$ cat src/rtl/spi_txn_arbiter.sv
// SPI transaction arbiter: picks between a write and a read requester,
// issues one command to the SPI engine, waits for completion or timeout,
// then enforces an idle gap before the next command.
module spi_txn_arbiter #(
  parameter int unsigned TIMEOUT_CYCLES = 1024,
  parameter int unsigned GAP_CYCLES     = 2
) (
  input  logic       Mclk,
  input  logic       nReset,
  input  logic       req_wr,
  input  logic [6:0] wr_addr,
  input  logic       req_rd,
  input  logic [6:0] rd_addr,
  input  logic       rx_afull,
  input  logic       spi_done,
  output logic       grant_wr,
  output logic       grant_rd,
  output logic       spi_start,
  output logic       spi_rnw,
  output logic [6:0] spi_addr,
  output logic       busy,
  output logic       timeout_err,
  output logic [7:0] err_count
);

  typedef enum logic [1:0] {
    IDLE      = 2'd0,
    START     = 2'd1,
    WAIT_DONE = 2'd2,
    GAP       = 2'd3
  } state_t;

  // Last wait-counter value before the transaction is abandoned.
  localparam logic [15:0] TO_LAST  = 16'(TIMEOUT_CYCLES - 1);
  // Last gap-counter value; unused when the gap is disabled.
  localparam logic [3:0]  GAP_LAST = (GAP_CYCLES == 0) ? 4'd0 : 4'(GAP_CYCLES - 1);
  // State entered when a transaction finishes (done or timeout).
  localparam state_t      POST_WAIT = (GAP_CYCLES == 0) ? IDLE : GAP;

  state_t      state_r, state_s;
  logic [15:0] wait_cnt_r, wait_cnt_s;
  logic [3:0]  gap_cnt_r, gap_cnt_s;
  logic        last_rd_r, last_rd_s;
  logic        armed_r;
  logic        wr_elig_s, rd_elig_s, pick_rd_s;
  logic        spi_start_s, grant_wr_s, grant_rd_s, spi_rnw_s, timeout_err_s;
  logic [6:0]  spi_addr_s;
  logic [7:0]  err_count_s;

  // Next-state, arbitration and next-output computation.
  always_comb begin
    state_s       = state_r;
    wait_cnt_s    = wait_cnt_r;
    gap_cnt_s     = gap_cnt_r;
    last_rd_s     = last_rd_r;
    spi_start_s   = 1'b0;
    grant_wr_s    = 1'b0;
    grant_rd_s    = 1'b0;
    spi_rnw_s     = spi_rnw;
    spi_addr_s    = spi_addr;
    timeout_err_s = 1'b0;
    err_count_s   = err_count;

    wr_elig_s = req_wr;
    rd_elig_s = req_rd & ~rx_afull;
    // Read wins only if it is alone, or on a tie when write went last.
    pick_rd_s = rd_elig_s & (~wr_elig_s | ~last_rd_r);

    case (state_r)
      IDLE: begin
        if (armed_r && (wr_elig_s || rd_elig_s)) begin
          state_s     = START;
          spi_start_s = 1'b1;
          grant_rd_s  = pick_rd_s;
          grant_wr_s  = ~pick_rd_s;
          spi_rnw_s   = pick_rd_s;
          spi_addr_s  = pick_rd_s ? rd_addr : wr_addr;
          last_rd_s   = pick_rd_s;
        end else begin
          state_s = IDLE;
        end
      end
      START: begin
        state_s    = WAIT_DONE;
        wait_cnt_s = 16'd0;
      end
      WAIT_DONE: begin
        if (spi_done) begin
          // Completion takes priority over a coincident timeout.
          state_s   = POST_WAIT;
          gap_cnt_s = 4'd0;
        end else if (wait_cnt_r == TO_LAST) begin
          state_s       = POST_WAIT;
          gap_cnt_s     = 4'd0;
          timeout_err_s = 1'b1;
          err_count_s   = (err_count == 8'hFF) ? err_count : err_count + 8'd1;
        end else begin
          wait_cnt_s = wait_cnt_r + 16'd1;
        end
      end
      GAP: begin
        if (gap_cnt_r == GAP_LAST) begin
          state_s = IDLE;
        end else begin
          gap_cnt_s = gap_cnt_r + 4'd1;
        end
      end
      default: begin
        state_s = IDLE;
      end
    endcase
  end

  // State, counters and registered outputs; reset clears everything.
  always_ff @(posedge Mclk or negedge nReset) begin
    if (!nReset) begin
      state_r     <= IDLE;
      wait_cnt_r  <= 16'd0;
      gap_cnt_r   <= 4'd0;
      last_rd_r   <= 1'b1;
      armed_r     <= 1'b0;
      spi_start   <= 1'b0;
      grant_wr    <= 1'b0;
      grant_rd    <= 1'b0;
      spi_rnw     <= 1'b0;
      spi_addr    <= 7'd0;
      busy        <= 1'b0;
      timeout_err <= 1'b0;
      err_count   <= 8'd0;
    end else begin
      state_r     <= state_s;
      wait_cnt_r  <= wait_cnt_s;
      gap_cnt_r   <= gap_cnt_s;
      last_rd_r   <= last_rd_s;
      // Holds off arbitration for the first edge after reset release.
      armed_r     <= 1'b1;
      spi_start   <= spi_start_s;
      grant_wr    <= grant_wr_s;
      grant_rd    <= grant_rd_s;
      spi_rnw     <= spi_rnw_s;
      spi_addr    <= spi_addr_s;
      busy        <= (state_s != IDLE);
      timeout_err <= timeout_err_s;
      err_count   <= err_count_s;
    end
  end

endmodule
$ cat config.mk
export PLATFORM = sky130hd
export DESIGN_NAME = spi_txn_arbiter
export DESIGN_NICKNAME = d
export VERILOG_FILES = /design/src/rtl/spi_txn_arbiter.sv
export SDC_FILE = /design/constraint.sdc
export NUM_CORES = 1
export LEC_CHECK = 0
export BUFFER_PORTS_ARGS = -buffer_cell sky130_fd_sc_hd__buf_2
export CAP_MARGIN = 20
export CORE_MARGIN = 4
export CORE_UTILIZATION = 25
export DETAILED_ROUTE_END_ITERATION = 7
export PLACE_DENSITY_LB_ADDON = 0.2
export SETUP_SLACK_MARGIN = 0.5
export SYNTH_ARGS = -nofsm -noshare
export SYNTH_HDL_FRONTEND = slang
export SYNTH_SLANG_ARGS = --single-unit
$ cat constraint.sdc
create_clock -name Mclk -period 3.3 [get_ports Mclk]
set_input_delay 0.33 -clock Mclk [delete_from_list [all_inputs] [get_ports Mclk]]
set_output_delay 0.33 -clock Mclk [all_outputs]
set_load 0.03 [all_outputs]
==> results of run 1 <==
[flip-flops by register name, summed over array words and instances, names as in the netlist]
name         flops
state_r          2
wait_cnt_r      16
gap_cnt_r        4
armed_r          1
spi_rnw          1
busy             1
spi_start        1
timeout_err      1
spi_addr         7
last_rd_r        1
grant_rd         1
grant_wr         1
err_count        8
[logic make-up after synthesis]
group	after synthesis	share of synthesized area, %
AND/OR/NAND/NOR	92	22.9
multiplexers	2	1.15
other	1	0.173
adder cells (fa/ha/maj)	4	2.30
buffers and inverters	11	2.30
flip-flops	45	51.9
XOR/XNOR	8	3.23
AO/OA/AOI/OAI	49	16.0
[final cells by class]
cell class,instances,area [um^2]
inverter,5,18.8
timing repair buffer,45,253
multi-input combinational,156,1000
fill,903,5710
clock buffer,7,96.3
sequential,45,1130
clock inverter,1,5.00
tap,105,131
[critical path, delay by kind of cell (launching register included)]
| kind | cells | cell delay (ns) |
|---|---|---|
| compound gates | 1 | 0.30 |
| flops | 1 | 0.44 |
| mux | 1 | 0.30 |
| simple gates | 2 | 1.20 |
[power by group through the flow]
stage | logic (mW) | clock network (mW) | registers (mW)
after global placement | 0.457 | 0 | 0.755
final | 0.453 | 0.375 | 0.747
after CTS | 0.459 | 0.392 | 0.749
after detailed placement | 0.460 | 0 | 0.756
after global routing | 0.507 | 0.416 | 0.765
after floorplan | 0.217 | 0 | 0.849
[layer usage]
metal / up-vias / part of all wire, % / track usage [%]
met3: 4 / 5.2 / 2.55
met5: - / 0 / 0
met1: 835 / 49 / 13.2
met4: 0 / 1.0 / 2.76
met2: 33 / 44 / 15.0
li1: 884 / - / -
[metrics by stage]
stage                     cell area [um^2]  total power, mW  util (%)  hold slack (ns)
after CTS                             2600             1.60      31.2            0.233
after global placement                2500             1.21      30.0            0.451
after detailed placement              2500             1.22      30.0            0.450
final                                 2630             1.57      31.6            0.239
after floorplan                       2170             1.07         -           0.0344
after global routing                  2630             1.69      31.6            0.242
[worst max-delay path by stage]
stage	end	depth (start not counted)	slack, ns
finish	err_count[1]	4	0.95
global route	err_count[1]	4	0.88
CTS	err_count[1]	4	0.93
detailed placement	err_count[1]	4	0.95
global placement	err_count[1]	4	0.97
floorplan	err_count[1]	5	0.98
[placed cells by master (no fill, tap or decap), types with 4 or more instances in the layout]
master	n
a21oi_1	11
inv_1	4
nor2_1	11
nand4_1	7
nor3_1	7
and3_1	4
or4_1	6
nand3_1	7
o31ai_1	7
a32oi_1	7
o21ai_0	5
o211ai_1	4
buf_2	40
ha_1	4
nand2_1	29
xor2_1	6
clkbuf_8	7
dfrtp_1	44
[timing repair]
action / CTS / global route
hold buffers: 0 / 1
endpoints found under the hold margin: 0 / 13
resized for setup: 0 / 0
==> reports/results.ini, run 1 <==
[worst_setup_path]
reg2regPathDepth=4
rrSetupSlack_ns=0.95
r2r_start=wait_cnt_r[12]
cpPeakStageDelay_ns=0.62
cp.arrival_ns=2.53
crit_chain=or4_4 -> or4_4 -> a211o_1 -> mux2_4
crit_path_end_kind=flip-flop
rr_endpoint=err_count[1]
crit_start=wait_cnt_r[12]
required_ns=3.48
slowest_stage=or4_4
path_max_fanout=10
critPathLaunchType=flip-flop
crit_type=flip-flop to flip-flop
critPathMostFrequentCell=or4_4

[placement]
dp_slack_ns=0.952
io_buffers=40
hpwlAfterDp_mm=3.36
gp_congestion=0.707
dp_cells=354

[min_path]
worstHoldEndpoint=spi_addr[2]
worstHoldPathType=primary input to flip-flop
whs_path_depth=3
worstHoldStart=rd_addr[2]

[sta]
worst_pin_slew_ns=0.839
fin_ws_ns=0.953
period_share_pct=71.1
finalSetupViolCount=0
finClkSkew_ns=0.00777
hold_viol_final=0
period_needed_ns=2.35
fin_tns_setup_ns=0
drv_slew=0
relSlewSlack_pct=43.7
achievable-frequency_ghz=0.426
rsz0062_at_grt=false

[finish]
syn2layout_area_growth_pct=21.2
drive_gt1_share_pct=23.9
num_antenna_cells=0
fin_nets=282
instances_no_fill=364

[cts]
clk_pin_slew_ns=0.09
post_cts_buffers=0
htreeDepth=2
cts_sinks=45
cts_made_buffers=5
clk_latency_ns=0.29
clk_path_buf_depth=2
cts_tree=done
cts_root_buf=clkbuf_8

[pwr]
combPwrFrac_pct=28.8
power_density_nw_per_um2=598
intPower_mw=1.01
sequentialPowerShare_pct=47.4
power_frac_clock_pct=23.8
swShare_pct=35.9
p_sw_mw=0.565
power.leakage_nw=1.24
peakVddDrop_mv=0.348

[outcome]
outcome=finished clean

[synthesis]
synth_edf_count=0
synth-seq-cells=45
synth_seq_area_share_pct=51.9
syn-cell-area_um2=2170
synth_nets=236
ys_warn_count=0
avgSynthCellArea_um2=10.2
async_reset_ff_share_pct=100
postSynthCellCount=212
synth.distinct_cells=49
yosysMostFrequentCell=dfrtp_1
synth_common_cells=dfrtp_1 (44), nand2_1 (29), a21oi_1 (11), nor2_1 (11)
synth_area_leaders=dfrtp_1 (51%), nand2_1 (5.0%), a32oi_1 (2.8%), a21oi_1 (2.5%), o31ai_1 (2.4%)
synth_top_area_cell=dfrtp_1
netlist.area_leader.share_pct=50.7
synthFlopType=dfrtp_1

[grt]
grt_pass1_wl_mm=8.00
grt_overflow=0
grt_max_degree=46
grt_pass1_vias=1680
grt_antenna_before_repair=0
grt_use_total_pct=9.65

[die]
ios=41
coreArea_um2=8340
die-area_um2=10200
die_h_um=101
die_w_um=101
initial_core_util_pct=26.0
fp-row-count=33

[drt]
drc_errors=0
via_per_inst=4.82
initialDrtViolationCount=55
wirelength_mm=4.72
num_vias=1756
ant_nets=0
wl_per_cell_um=13.0
dr.pass1.iters=4

[job]
cap_violations=0

Power figures use the tool's default switching activity.
==> run 2, diff against run 1 <==
- clock period: 3.3 -> 2 ns (I/O delays scaled with it)
==> run 2 against run 1 <==
Net effect: power grew 70%; critical path type unchanged; die area is the same; sequential cell count is the same; the flow now finishes with violations (setup timing); clock skew grew 0.0025 ns; largest power group unchanged; hold slack lost 0.13 ns; combinational power grew 97%.
==> reports/results.ini, run 2 (synthesis gave the netlist of run 1 again) <==
[finish]
layout_common_cells=dfrtp_1 (42), buf_2 (40), buf_4 (35)
fin_nets=319
reg_top3=wait_cnt_r (16), err_count (8), spi_addr (7)
num_antenna_cells=0
stdcell_area_um2=3040
syn2layout_area_growth_pct=40.0
top_register=wait_cnt_r
drive_gt1_share_pct=40.9
utilization_pct=36.5
instances_no_fill=401
final_common_cell=dfrtp_1
largest_reg_flops=16

[drt]
via_per_inst=4.81
initialDrtViolationCount=101
drc_errors=0
dr.pass1.iters=4
wl_per_cell_um=13.6
ant_nets=0
num_vias=1929
wirelength_mm=5.45

[worst_setup_path]
required_ns=2.19
r2r_start=wait_cnt_r[15]
worst-path-stages=4
crit_buf_inv=0
reg2regPathDepth=4
critPathMostFrequentCell=or4_4
critPathLaunchType=flip-flop
cp.arrival_ns=2.31
crit_path_end_kind=flip-flop
crit_chain=or4_4 -> or4_4 -> a211o_1 -> mux2_4
crit_start=wait_cnt_r[15]
path_delay_family=simple AND/OR/NAND/NOR gates
crit_path_end=err_count[1]
slowest_stage=or4_4
rr_endpoint=err_count[1]
cpPeakStageDelay_ns=0.54
rrSetupSlack_ns=-0.12
crit_type=flip-flop to flip-flop
path_max_fanout=2

[pwr]
swShare_pct=37.1
sequentialPowerShare_pct=45.9
power_density_nw_per_um2=881
power_frac_clock_pct=20.8
p_sw_mw=0.994
power.leakage_nw=1.43
combPwrFrac_pct=33.3
power_mw=2.68
peakVddDrop_mv=0.464
intPower_mw=1.69

[sta]
rsz0062_at_grt=true
period_needed_ns=2.12
fin_tns_setup_ns=-0.439
hold_viol_final=0
achievable-frequency_ghz=0.472
fin_ws_ns=-0.117
drv_slew=0
period_share_pct=106
finalSetupViolCount=6
whs_ns=0.109
relSlewSlack_pct=66.6
finClkSkew_ns=0.0103
worst_pin_slew_ns=0.501

[cts]
cts_sinks=45
cts_made_buffers=5
cts_tree=done
cts_root_buf=clkbuf_8
htreeDepth=2
clk_path_buf_depth=2
clk_pin_slew_ns=0.08
clk_latency_ns=0.30

[job]
cap_violations=0

[grt]
grt_overflow=0
grt_max_degree=22
grt_antenna_before_repair=0
grt_pass1_vias=1952
grt_use_total_pct=11.4
grt_pass1_wl_mm=9.34

[placement]
dp_cells=380
place_area_um2=2730
gp_congestion=0.715
hpwlAfterDp_mm=3.96
dp_slack_ns=-0.181
io_buffers=40

[min_path]
worstHoldPathType=primary input to flip-flop

[die]
initial_core_util_pct=26.0
fp-row-count=33
die_h_um=101
die-area_um2=10200
coreArea_um2=8340
die_w_um=101
ios=41

[outcome]
outcome=finished, violations left
violations=setup timing

-- run 2: cell types whose count changed in the layout (fill, tap and decap cells not counted), sizes merged --
cell / delta
buf: +37
clkinvlp: +1
clkinv: -1
-- run 2: how the worst min path moves through the flow --
| stage | from | to | cells after the start |
|---|---|---|---|
| finish | rd_addr[1] | spi_addr[1] | 3 |
| global route | rd_addr[4] | spi_addr[4] | 3 |
| CTS | rd_addr[6] | spi_addr[6] | 3 |
| detailed placement | nReset | wait_cnt_r[14] | 1 |
| global placement | nReset | wait_cnt_r[14] | 1 |
| floorplan | nReset | armed_r | 0 |
-- run 2: worst min-delay path, cell delays in order --
cell     delay [ns]
buf_2          0.08
a32oi_1        0.04
nand2_1        0.06
-- run 2: cell type report --
class | count | area (um^2)
fill | 857 | 5300
multi-input combinational | 156 | 1130
sequential | 45 | 1130
timing repair buffer | 82 | 541
tap | 105 | 131
clock buffer | 7 | 76.3
inverter | 5 | 20.0
clock inverter | 1 | 7.51
-- run 2: per-layer routing --
layer / up-vias / track usage, % / part of all wire, %
met2: 42 / 19.1 / 48
met5: - / 0 / 0
met1: 924 / 14.5 / 47
met3: 4 / 2.13 / 3.7
met4: 0 / 4.09 / 1.5
li1: 959 / - / -
-- run 2: power groups by stage --
stage / Combinational, mW / Clock (mW) / Sequential [mW]
after floorplan: 0.371 / 0 / 1.41
after global placement: 0.817 / 0 / 1.25
after detailed placement: 0.831 / 0 / 1.25
after CTS: 0.897 / 0.587 / 1.23
after global routing: 0.997 / 0.615 / 1.26
final: 0.892 / 0.557 / 1.23
-- run 2: timing repair --
item                                    CTS  global route
buffers inserted                         10             2
pin swaps                                12             6
endpoints found under the hold margin    18             0
hold buffers                              1             0
endpoints found under the setup margin   30            31
resized for setup                        23            11
==> run 3, diff against run 2 <==
- CORE_ASPECT_RATIO: unset -> 1.5
- PLACE_DENSITY_LB_ADDON: 0.2 -> 0.3
==> run 3 against run 2 <==
Net effect: the run still ends with setup timing left; utilization is 2.1 points higher; critical path depth stayed put; sequential cell count stayed put; setup slack worse by 0.030 ns; hold slack better by 0.014 ns; critical path type unchanged; largest cell class unchanged; largest power group unchanged; highest routed layer unchanged.
==> reports/results.ini, run 3 (synthesis gave the netlist of run 1 again) <==
[sta]
period_needed_ns=2.15
relSlewSlack_pct=62.2
fin_tns_setup_ns=-0.407
whs_ns=0.123
drv_slew=0
fin_ws_ns=-0.146
hold_viol_final=0
finClkSkew_ns=0.00418
finalSetupViolCount=6
achievable-frequency_ghz=0.466
rsz0062_at_grt=true
period_share_pct=107
worst_pin_slew_ns=0.568

[finish]
utilization_pct=38.6
nFillCells=827
top_register=wait_cnt_r
largest_reg_flops=16
final_common_cell=dfrtp_1
reg_top3=wait_cnt_r (16), err_count (8), spi_addr (7)
syn2layout_area_growth_pct=50.3
fin_nets=322
layout_common_cells=dfrtp_1 (42), buf_2 (40), buf_4 (28)
instances_no_fill=406
drive_gt1_share_pct=47.5
num_antenna_cells=0

[cts]
cts_sinks=45
clk_pin_slew_ns=0.06
cts_root_buf=clkbuf_16
cts_made_buffers=5
htreeDepth=2
clk_latency_ns=0.28
cts_tree=done
clk_path_buf_depth=2

[outcome]
outcome=finished, violations left
violations=setup timing

[grt]
grt_overflow=0
grt_max_degree=25
grt_use_total_pct=11.4
grt_pass1_vias=2041
grt_pass1_wl_mm=9.47
grt_antenna_before_repair=0

[pwr]
peakVddDrop_mv=0.896
power.leakage_nw=1.50
power_density_nw_per_um2=940

[worst_setup_path]
crit_chain=or4_4 -> or4_4 -> a211o_1 -> mux2_4
crit_type=flip-flop to flip-flop
slowest_stage=or4_4
required_ns=2.16
critPathLaunchType=flip-flop
path_max_fanout=2
crit_path_end_kind=flip-flop
critPathMostFrequentCell=or4_4
cp.arrival_ns=2.31
cpPeakStageDelay_ns=0.54

[die]
die_w_um=84.1
die-area_um2=10300
die_h_um=122
fp-row-count=41
coreArea_um2=8460
ios=41
initial_core_util_pct=25.7

[placement]
dp_slack_ns=-0.179
gp_congestion=0.732
dp_cells=378
hpwlAfterDp_mm=4.04
io_buffers=40

[drt]
wirelength_mm=5.80
drc_errors=0
ant_nets=0
via_per_inst=4.93
wl_per_cell_um=14.3
num_vias=2000
dr.pass1.iters=6
initialDrtViolationCount=64

[job]
cap_violations=0

[min_path]
worstHoldPathType=primary input to flip-flop

[run 3: cell types whose count changed in the layout (fill, tap and decap cells not counted), sizes merged]
| cell | before | now |
|---|---|---|
| clkinv | 1 | 2 |
| and3 | 4 | 5 |
| inv | 4 | 5 |
| clkbuf | 7 | 6 |
| clkinvlp | 1 | 0 |
| buf | 81 | 83 |
[run 3: final cells by class]
class,instances,area [um^2],share of cell area (%)
clock inverters,2,10.0,0.307
repair buffers,84,598,18.3
clock buffers,6,129,3.95
multi-input cells,157,1240,38.1
well taps,107,134,4.10
inverters,5,21.3,0.652
flip-flops and latches,45,1130,34.6
[run 3: path summary, 6_finish.rpt]
kind	from	endpoint	slack (ns)	cells past startpoint
worst max-delay path	wait_cnt_r[13]	err_count[1]	-0.15	4
worst min register to register	spi_addr[1]	spi_addr[1]	0.47	2
min in group asynchronous	nReset	spi_addr[6]	0.46	2
worst max register to register	wait_cnt_r[13]	err_count[1]	-0.15	4
worst min-delay path	rd_addr[0]	spi_addr[0]	0.12	3
max in group asynchronous	nReset	last_rd_r	0.95	3
[run 3: worst max-delay path: cells and delay by family, from the launching register on]
kind / cells / cell delay (ns)
AO/OA/AOI/OAI: 1 / 0.31
flip-flops: 1 / 0.38
multiplexers: 1 / 0.30
AND/OR/NAND/NOR: 2 / 1.04
[run 3: repair_timing]
action,CTS,global route
hold endpoints to repair,23,0
setup buffers,13,4
gates resized for setup,31,36
pin swaps,14,18
endpoints found under the setup margin,30,40
hold buffers,1,0
gates cloned,0,2
[run 3: metrics by stage]
stage	instance area [um^2]	total power [mW]
floorplan	2200	1.78
global placement	2710	2.06
detailed placement	2710	2.08
CTS	3080	3.06
global route	3260	3.27
finish	3260	3.07
[run 3: power by group]
group	internal [mW]	switching, mW	total (mW)
logic	0.448	0.609	1.06
clock network	0.459	0.320	0.778
registers	1.10	0.137	1.23
total	2.00	1.07	3.07
[run 3: routing by layer]
metal	share of wire, %	wire length, um	vias up	GRT usage, %
met5	0	0	-	0
met4	2.3	131	0	4.53
met3	4.5	260	10	2.17
met2	56	3260	50	22.0
met1	37	2150	976	11.9
li1	-	-	964	-
